[config.mk]
export PLATFORM = sky130hd
export DESIGN_NAME = fir_mac_engine
export DESIGN_NICKNAME = d
export VERILOG_FILES = /design/src/rtl/fir_mac_engine.sv
export SDC_FILE = /design/constraint.sdc
export NUM_CORES = 2
export LEC_CHECK = 0
export BUFFER_PORTS_ARGS = -buffer_cell sky130_fd_sc_hd__buf_2
export CORE_MARGIN = 3
export CORE_UTILIZATION = 42
export DETAILED_ROUTE_END_ITERATION = 10
export PLACE_DENSITY_LB_ADDON = 0.08
export SYNTH_ARGS = -nofsm -noshare
export SYNTH_HDL_FRONTEND = slang
export SYNTH_SLANG_ARGS = --single-unit
[constraint.sdc]
create_clock -name clk -period 13.43 [get_ports clk]
set_input_delay 2.686 -clock clk [delete_from_list [all_inputs] [get_ports clk]]
set_output_delay 2.686 -clock clk [all_outputs]
set_load 0.01 [all_outputs]
[src/rtl/fir_mac_engine.sv]
`default_nettype none
// ============================================================================
// Module      : fir_mac_engine
// Description : Time-multiplexed multi-band FIR filter. One shared delay line,
//               a FILTERS x TAPS coefficient bank and a single MAC unit that
//               evaluates every filter in turn for each accepted sample.
// Revision    : 1.0 - initial release
// ============================================================================
module fir_mac_engine #(
  parameter int TAPS    = 8,
  parameter int FILTERS = 4,
  parameter int DATA_W  = 24,
  parameter int COEF_W  = 16,
  localparam int FW     = (FILTERS > 1) ? $clog2(FILTERS) : 1,
  localparam int TW     = $clog2(TAPS)
) (
  input  logic              clk,
  input  logic              reset_n,
  input  logic              coef_wr_stb,
  input  logic [FW-1:0]     coef_filter,
  input  logic [TW-1:0]     coef_tap,
  input  logic [COEF_W-1:0] coef_data,
  input  logic              sample_valid,
  input  logic [DATA_W-1:0] sample_in,
  input  logic              sat_clr,
  output logic              busy,
  output logic              out_valid,
  output logic [FW-1:0]     out_filter,
  output logic [DATA_W-1:0] out_data,
  output logic              overrun,
  output logic              sat_flag
);

  localparam int PROD_W = DATA_W + COEF_W;
  localparam int ACC_W  = DATA_W + COEF_W + TW;

  localparam logic [1:0] S_IDLE = 2'd0;
  localparam logic [1:0] S_MAC  = 2'd1;
  localparam logic [1:0] S_OUT  = 2'd2;

  logic [1:0] state, state_nxt;

  logic signed [DATA_W-1:0] x    [TAPS];
  logic signed [COEF_W-1:0] coef [FILTERS][TAPS];

  logic [FW-1:0]           f_idx;
  logic [TW-1:0]           t_idx;
  logic signed [ACC_W-1:0] acc;

  logic signed [PROD_W-1:0] prod;
  logic signed [ACC_W-1:0]  acc_next;
  logic signed [ACC_W-1:0]  shifted;
  logic [DATA_W-1:0]        sat_val;
  logic                     sat_hit;
  logic                     last_tap;
  logic                     last_filter;

  assign last_tap    = (t_idx == TW'(TAPS - 1));
  assign last_filter = (f_idx == FW'(FILTERS - 1));

  // Full-precision product of the current tap; the register read sees the
  // pre-write coefficient when a write lands on the same entry this cycle.
  assign prod     = x[t_idx] * coef[f_idx][t_idx];
  assign acc_next = acc + {{(ACC_W-PROD_W){prod[PROD_W-1]}}, prod};
  assign shifted  = acc_next >>> (COEF_W - 1);

  // Saturate the rescaled sum: in range only if all bits above the sign agree.
  always_comb begin
    sat_hit = !((&shifted[ACC_W-1:DATA_W-1]) || !(|shifted[ACC_W-1:DATA_W-1]));
    sat_val = shifted[DATA_W-1:0];
    if (sat_hit) begin
      sat_val = shifted[ACC_W-1] ? {1'b1, {(DATA_W-1){1'b0}}}
                                 : {1'b0, {(DATA_W-1){1'b1}}};
    end
  end

  // State register.
  always_ff @(posedge clk or negedge reset_n) begin
    if (!reset_n) state <= S_IDLE;
    else          state <= state_nxt;
  end

  // Next-state logic.
  always_comb begin
    state_nxt = state;
    case (state)
      S_IDLE:  if (sample_valid) state_nxt = S_MAC;
      S_MAC:   if (last_tap)     state_nxt = S_OUT;
      S_OUT:   state_nxt = last_filter ? S_IDLE : S_MAC;
      default: state_nxt = S_IDLE;
    endcase
  end

  // State-decoded outputs.
  always_comb begin
    busy = (state != S_IDLE);
  end

  // Delay line, tap/filter counters and accumulator.
  always_ff @(posedge clk or negedge reset_n) begin
    if (!reset_n) begin
      for (int i = 0; i < TAPS; i++) x[i] <= '0;
      f_idx <= '0;
      t_idx <= '0;
      acc   <= '0;
    end else begin
      case (state)
        S_IDLE: begin
          if (sample_valid) begin
            x[0] <= sample_in;
            for (int i = 1; i < TAPS; i++) x[i] <= x[i-1];
            f_idx <= '0;
            t_idx <= '0;
            acc   <= '0;
          end
        end
        S_MAC: begin
          acc   <= acc_next;
          t_idx <= t_idx + TW'(1);
        end
        S_OUT: begin
          if (!last_filter) f_idx <= f_idx + FW'(1);
          t_idx <= '0;
          acc   <= '0;
        end
        default: ;
      endcase
    end
  end

  // Result registers load on the last MAC tap so they are valid in OUT.
  always_ff @(posedge clk or negedge reset_n) begin
    if (!reset_n) begin
      out_valid  <= 1'b0;
      out_filter <= '0;
      out_data   <= '0;
      sat_flag   <= 1'b0;
      overrun    <= 1'b0;
    end else begin
      out_valid <= 1'b0;
      overrun   <= sample_valid && (state != S_IDLE);
      if (state == S_MAC && last_tap) begin
        out_valid  <= 1'b1;
        out_filter <= f_idx;
        out_data   <= sat_val;
      end
      if (state == S_MAC && last_tap && sat_hit) sat_flag <= 1'b1;
      else if (sat_clr)                          sat_flag <= 1'b0;
    end
  end

  // Coefficient bank; writes are accepted in every state.
  always_ff @(posedge clk or negedge reset_n) begin
    if (!reset_n) begin
      for (int fi = 0; fi < FILTERS; fi++)
        for (int ti = 0; ti < TAPS; ti++)
          coef[fi][ti] <= '0;
    end else if (coef_wr_stb && (32'(coef_filter) < FILTERS)) begin
      coef[coef_filter][coef_tap] <= coef_data;
    end
  end

endmodule
`default_nettype wire

Word-level counts from Yosys, hierarchy flattened
Index checks and enable logic that the tools add are counted.
W data, S select, Z words.
{"block": "classes", "addsub": 3, "n_mul": 1, "order_cmp": 6, "n_eq_ne": 7, "n_mux": 30, "n_bitwise": 4, "n_reduce_logical": 19}
{"cell": "$bwmux W512", "count": 1}
{"cell": "$mux W128", "count": 3}
{"cell": "$bmux W128 S2", "count": 1}
{"cell": "$demux W128 S2", "count": 1}
{"cell": "$pmux W43 S3", "count": 1}
{"cell": "$mux W24", "count": 4}
{"cell": "$bmux W24 S3", "count": 1}
{"cell": "$bmux W16 S3", "count": 1}
{"cell": "$demux W16 S3", "count": 1}
{"cell": "$mux W16", "count": 3}
{"cell": "$add A43 B43 Y43", "count": 1}
{"cell": "$mux W43", "count": 1}
{"cell": "$mul A24 B16 Y40", "count": 1}
{"cell": "$pmux W3 S3", "count": 1}
{"cell": "$ge A4 B4 Y1 const B", "count": 2}
{"cell": "$mux W2", "count": 4}
{"cell": "$not A3 Y4", "count": 2}
{"cell": "$ge A3 B3 Y1 const B", "count": 2}
{"cell": "$ne A2 B2 Y1 const B", "count": 3}
{"cell": "$not A2 Y3", "count": 2}
{"cell": "$pmux W2 S3", "count": 1}
{"cell": "$reduce_and A2 Y1", "count": 3}
{"cell": "$reduce_bool A2 Y1", "count": 3}
{"cell": "$logic_and A1 B1 Y1", "count": 5}
{"cell": "17 further kinds", "count": 22}
{"block": "totals", "register_bits": 783, "inputBits": 50, "out_inout_bits": 30, "word_cells": 119}

Longest topological paths before layout
{"block": "logic_depth", "ltp_word": 15, "ltp_mapped": 46}

Worst setup path after synthesis
Ideal clock, no wire load.
{"block": "synth_path", "path_type": "flip-flop to flip-flop", "from": "reg f_idx[0]", "to": "reg out_data[17]", "setup_ps": 116, "arrival_time_ps": 10661, "t_required_ps": 13314, "setup_slack_ps": 2653, "path_stages_with_launch": 42, "synth_period_minus_slack_ps": 10777, "cell_sequence": "dfrtp_1 > clkbuf_1 > buf_2 > buf_1 > mux4_2 > mux4_2 > mux2i_1 > clkbuf_1 > nor2_1 > fa_1 > inv_1 > fa_1 > fa_1 > fa_1 > inv_1 > fa_1 > inv_1 > fa_1 > [... 6 more ...] > a31oi_1 > o21ai_0 > a311oi_1 > o21ai_0 > a21oi_1 > xnor2_1 > ha_1 > nand2_1 > nor3_1 > nand3_1 > a211o_1 > o221ai_2 > xor2_1 > and4bb_1 > buf_6 > nor2_1 > buf_2 > o311ai_0"}
{"block": "synth_via", "elab_chain_len": 13, "elab_cells_between_ends": 15}
{"element": "start, declared", "line_no": "46", "source": "logic [FW-1:0] f_idx;"}
{"element": "start signal, assigned", "line_no": "122", "source": "if (!last_filter) f_idx <= f_idx + FW'(1);"}
{"element": "$not A2 Y3 (implied by the code) (*)", "line_no": "63", "source": "assign prod = x[t_idx] * coef[f_idx][t_idx];"}
{"element": "$bmux W128 S2 (*)", "line_no": "63"}
{"element": "$mux W128 (implied by the code) (*) (2 in series)", "line_no": "63"}
{"element": "$bmux W16 S3 (*)", "line_no": "63"}
{"element": "$mux W16 (implied by the code) (*) (2 in series)", "line_no": "63"}
{"element": "$mul A24 B16 Y40 (*)", "line_no": "63"}
{"element": "$add A43 B43 Y43 (*)", "line_no": "64", "source": "assign acc_next = acc + {{(ACC_W-PROD_W){prod[PROD_W-1]}}, prod};"}
{"element": "$reduce_or A5 Y1", "line_no": "69", "source": "sat_hit = !((&shifted[ACC_W-1:DATA_W-1]) || !(|shifted[ACC_W-1:DATA_W-1]));"}
{"element": "$logic_not A1 Y1", "line_no": "69"}
{"element": "$logic_or A1 B1 Y1", "line_no": "69"}
{"element": "$mux W24 (*)", "line_no": "71", "source": "if (sat_hit) begin"}
{"element": "end signal, assigned", "line_no": "145", "source": "out_data <= sat_val;"}
{"element": "end, declared", "line_no": "29", "source": "output logic [DATA_W-1:0] out_data,"}
Mark *: on every way between the ends. The rest lies on a longest branch, timed or not. The select of a mux whose other input is x is not followed.
A chain may end at the register's enable or synchronous reset.

Final worst setup path
{"block": "layout_path", "from": "reg f_idx[0]", "to": "reg out_data[8]"}
The elaborated chain is that of the path after synthesis.

==> flow_summary.ini <==
[setup_path]
timing.rr.start = f_idx[0]
cp_top_family = compound AO/OA/AOI/OAI gates
crit_type = reg -> reg
cp-end-kind = flip-flop
crit_required_ps = 14040
cp_max_fo = 32
critPathMaxStageDelay_ps = 900
start_kind = flip-flop
cp_common_cell = fa_1
path_buf_inv = 6
crit_path_top_delay_cell = dfrtp_4
worst_ep_arrival_time_ps = 12720
crit_start = f_idx[0]

[sta]
setup_ws_ps = 1318
fmax_mhz = 82.57
fin_crit_ps = 12110
tightest_slew_ps = 1259
slew_headroom = 0.1366
finalSetupTns_ps = 0
period_share = 0.9018
hold_viol = 0
drv_slew = 0
fin_skew_ps = 29.45
setup_viol = 0
rsz0062_at_grt = no

[synth]
ys_async_sr_fraction = 1.000
synth_edf_count = 0
synthesis.instances = 4034
synth-seq-cells = 783
netlist.area_leader.share = 0.3880
yosysMostFrequentCell = dfrtp_1
yosysUniqueCellTypes = 77
synthesis.area_sq_mm = 0.05049
yosys-top-cells-area = dfrtp_1 39%, mux2_2 16%, fa_1 15%
synth.avg_cell_area_sq_um = 12.52
synth_area_leader_cell = dfrtp_1
yosysWarnings = 0
synthTopCellsByCount = 783 x dfrtp_1, 734 x mux2_2, 465 x inv_1
synth_ff_type = dfrtp_1
syn_nets = 4604
yosysSeqAreaShare = 0.3880

[clock_network]
ctsHoldBuffers = 0
postCtsSetupBuffers = 0
cts_buffers = 89
cts_tree = built
clock_latency_ps = 690
clkTransAtPathRegs_ps = 60
htreeDepth = 3
clockBufferDepth = 3
cts_sinks = 783
root_buffer = clkbuf_16
cts_resized = 0

[route]
dr.pass1.iters = 7
vias = 30870
ant_nets = 0
vias_per_cell = 5.396
drcViolationCount = 0
drt_iter0_drc = 1708
detail_route.wl_per_cell_microns = 22.64
routed_wl_microns = 129500

[cells_and_area]
fill_cells = 10830
drive_above_1_share = 0.3154
fin_cells = 5720
syn_to_final_growth_pct = 10.60
nets = 4616
fin_area_sq_mm = 0.05585

[die]
core_sq_mm = 0.1187
boundaryPins = 80
dieArea_sq_mm = 0.1244
die_y_microns = 352.7
initial_utilization = 0.4254
fp-row-count = 126
die_w_microns = 352.7

[placement]
place_ws_ps = 1307
dp_hpwl_microns = 88610
dpl.cell_count = 5555
io_buffers = 79
dpl_cell_area_sq_mm = 0.05283
gp_congestion = 0.8634

[job]
cap_violations = 0

[worst_hold_path]
hp-start = out_data[23]
hold_class = reg -> reg

[grt]
first_global_vias = 32740
grt_start_max_net_pins = 189
grt_use_total = 0.2116
grt_pass1_wl_microns = 203200
antenna_found_initial = 3
grt_remaining_overflow = 0

[outcome]
status = complete, no violations
## through the flow
step	util	hold slack [ps]
floorplan	-	456.3
global placement	0.4451	468.1
detailed placement	0.4451	481.7
CTS	0.4704	495.2
global route	0.4704	508.4
finish	0.4704	489.1
## tightest hold or removal path: cells and delay by family (launching register included)
kind	cells	cell delay, ps
DFF	1	330
AOI/OAI and AO/OA	1	70
and+or+nand+nor	1	40
## kinds of logic after synthesis
group,after synthesis,share of synthesized area
AND/OR/NAND/NOR,661,0.05523
AO/OA/AOI/OAI,312,0.04113
flip-flops,783,0.3880
multiplexers,975,0.2630
buffers and inverters,697,0.05305
adder cells (fa/ha/maj),520,0.1846
XOR/XNOR,86,0.01492
## per-layer routing
metal  GRT usage  share of wire
met3     0.02706          0.028
met5           0        0.00026
met4     0.04832          0.021
met2      0.3706           0.51
met1      0.2807           0.44
## final timing paths
| kind | slack (ps) | cells past startpoint | endpoint |
|---|---|---|---|
| worst max-delay path | 1320 | 38 | out_data[8] |
| worst min-delay path | 490 | 2 | out_data[23] |
| worst max register to register | 1320 | 38 | out_data[8] |
| worst min register to register | 490 | 2 | out_data[23] |
| max in group asynchronous | 9120 | 3 | f_idx[1] |
| min in group asynchronous | 1990 | 1 | x[102] |
## layout by cell type, fill, tap and decap left out, types with 82 or more instances in the layout
| cell type | netlist | routed |
|---|---|---|
| nor2_1 | 249 | 232 |
| clkbuf_16 | 0 | 90 |
| dfrtp_1 | 783 | 778 |
| inv_1 | 465 | 465 |
| mux4_2 | 208 | 208 |
| nand2_1 | 291 | 287 |
| ha_1 | 145 | 145 |
| a21oi_1 | 82 | 82 |
| fa_1 | 375 | 375 |
| mux2_2 | 734 | 734 |
## cell type report
| cell class | count | area, sq um | area share |
|---|---|---|---|
| timing repair buffer | 152 | 1066 | 0.01909 |
| tap | 1600 | 2002 | 0.03585 |
| antenna | 2 | 5.005 | 0.00008962 |
| clock inverter | 32 | 411.6 | 0.007371 |
| clock buffer | 131 | 2596 | 0.04649 |
| sequential | 783 | 19610 | 0.3512 |
| multi-input combinational | 2554 | 28400 | 0.5086 |
| inverter | 466 | 1749 | 0.03132 |
## state kept, by name, summed over array words and instances, names as in the netlist
register	flops
out_filter	2
sat_flag	1
f_idx	2
out_valid	1
overrun	1
acc	43
out_data	24
state	2
x	192
t_idx	3
coef	512
Power is not shown: default switching activity piles up to over one toggle a cycle in this logic, so the estimate is an artifact.
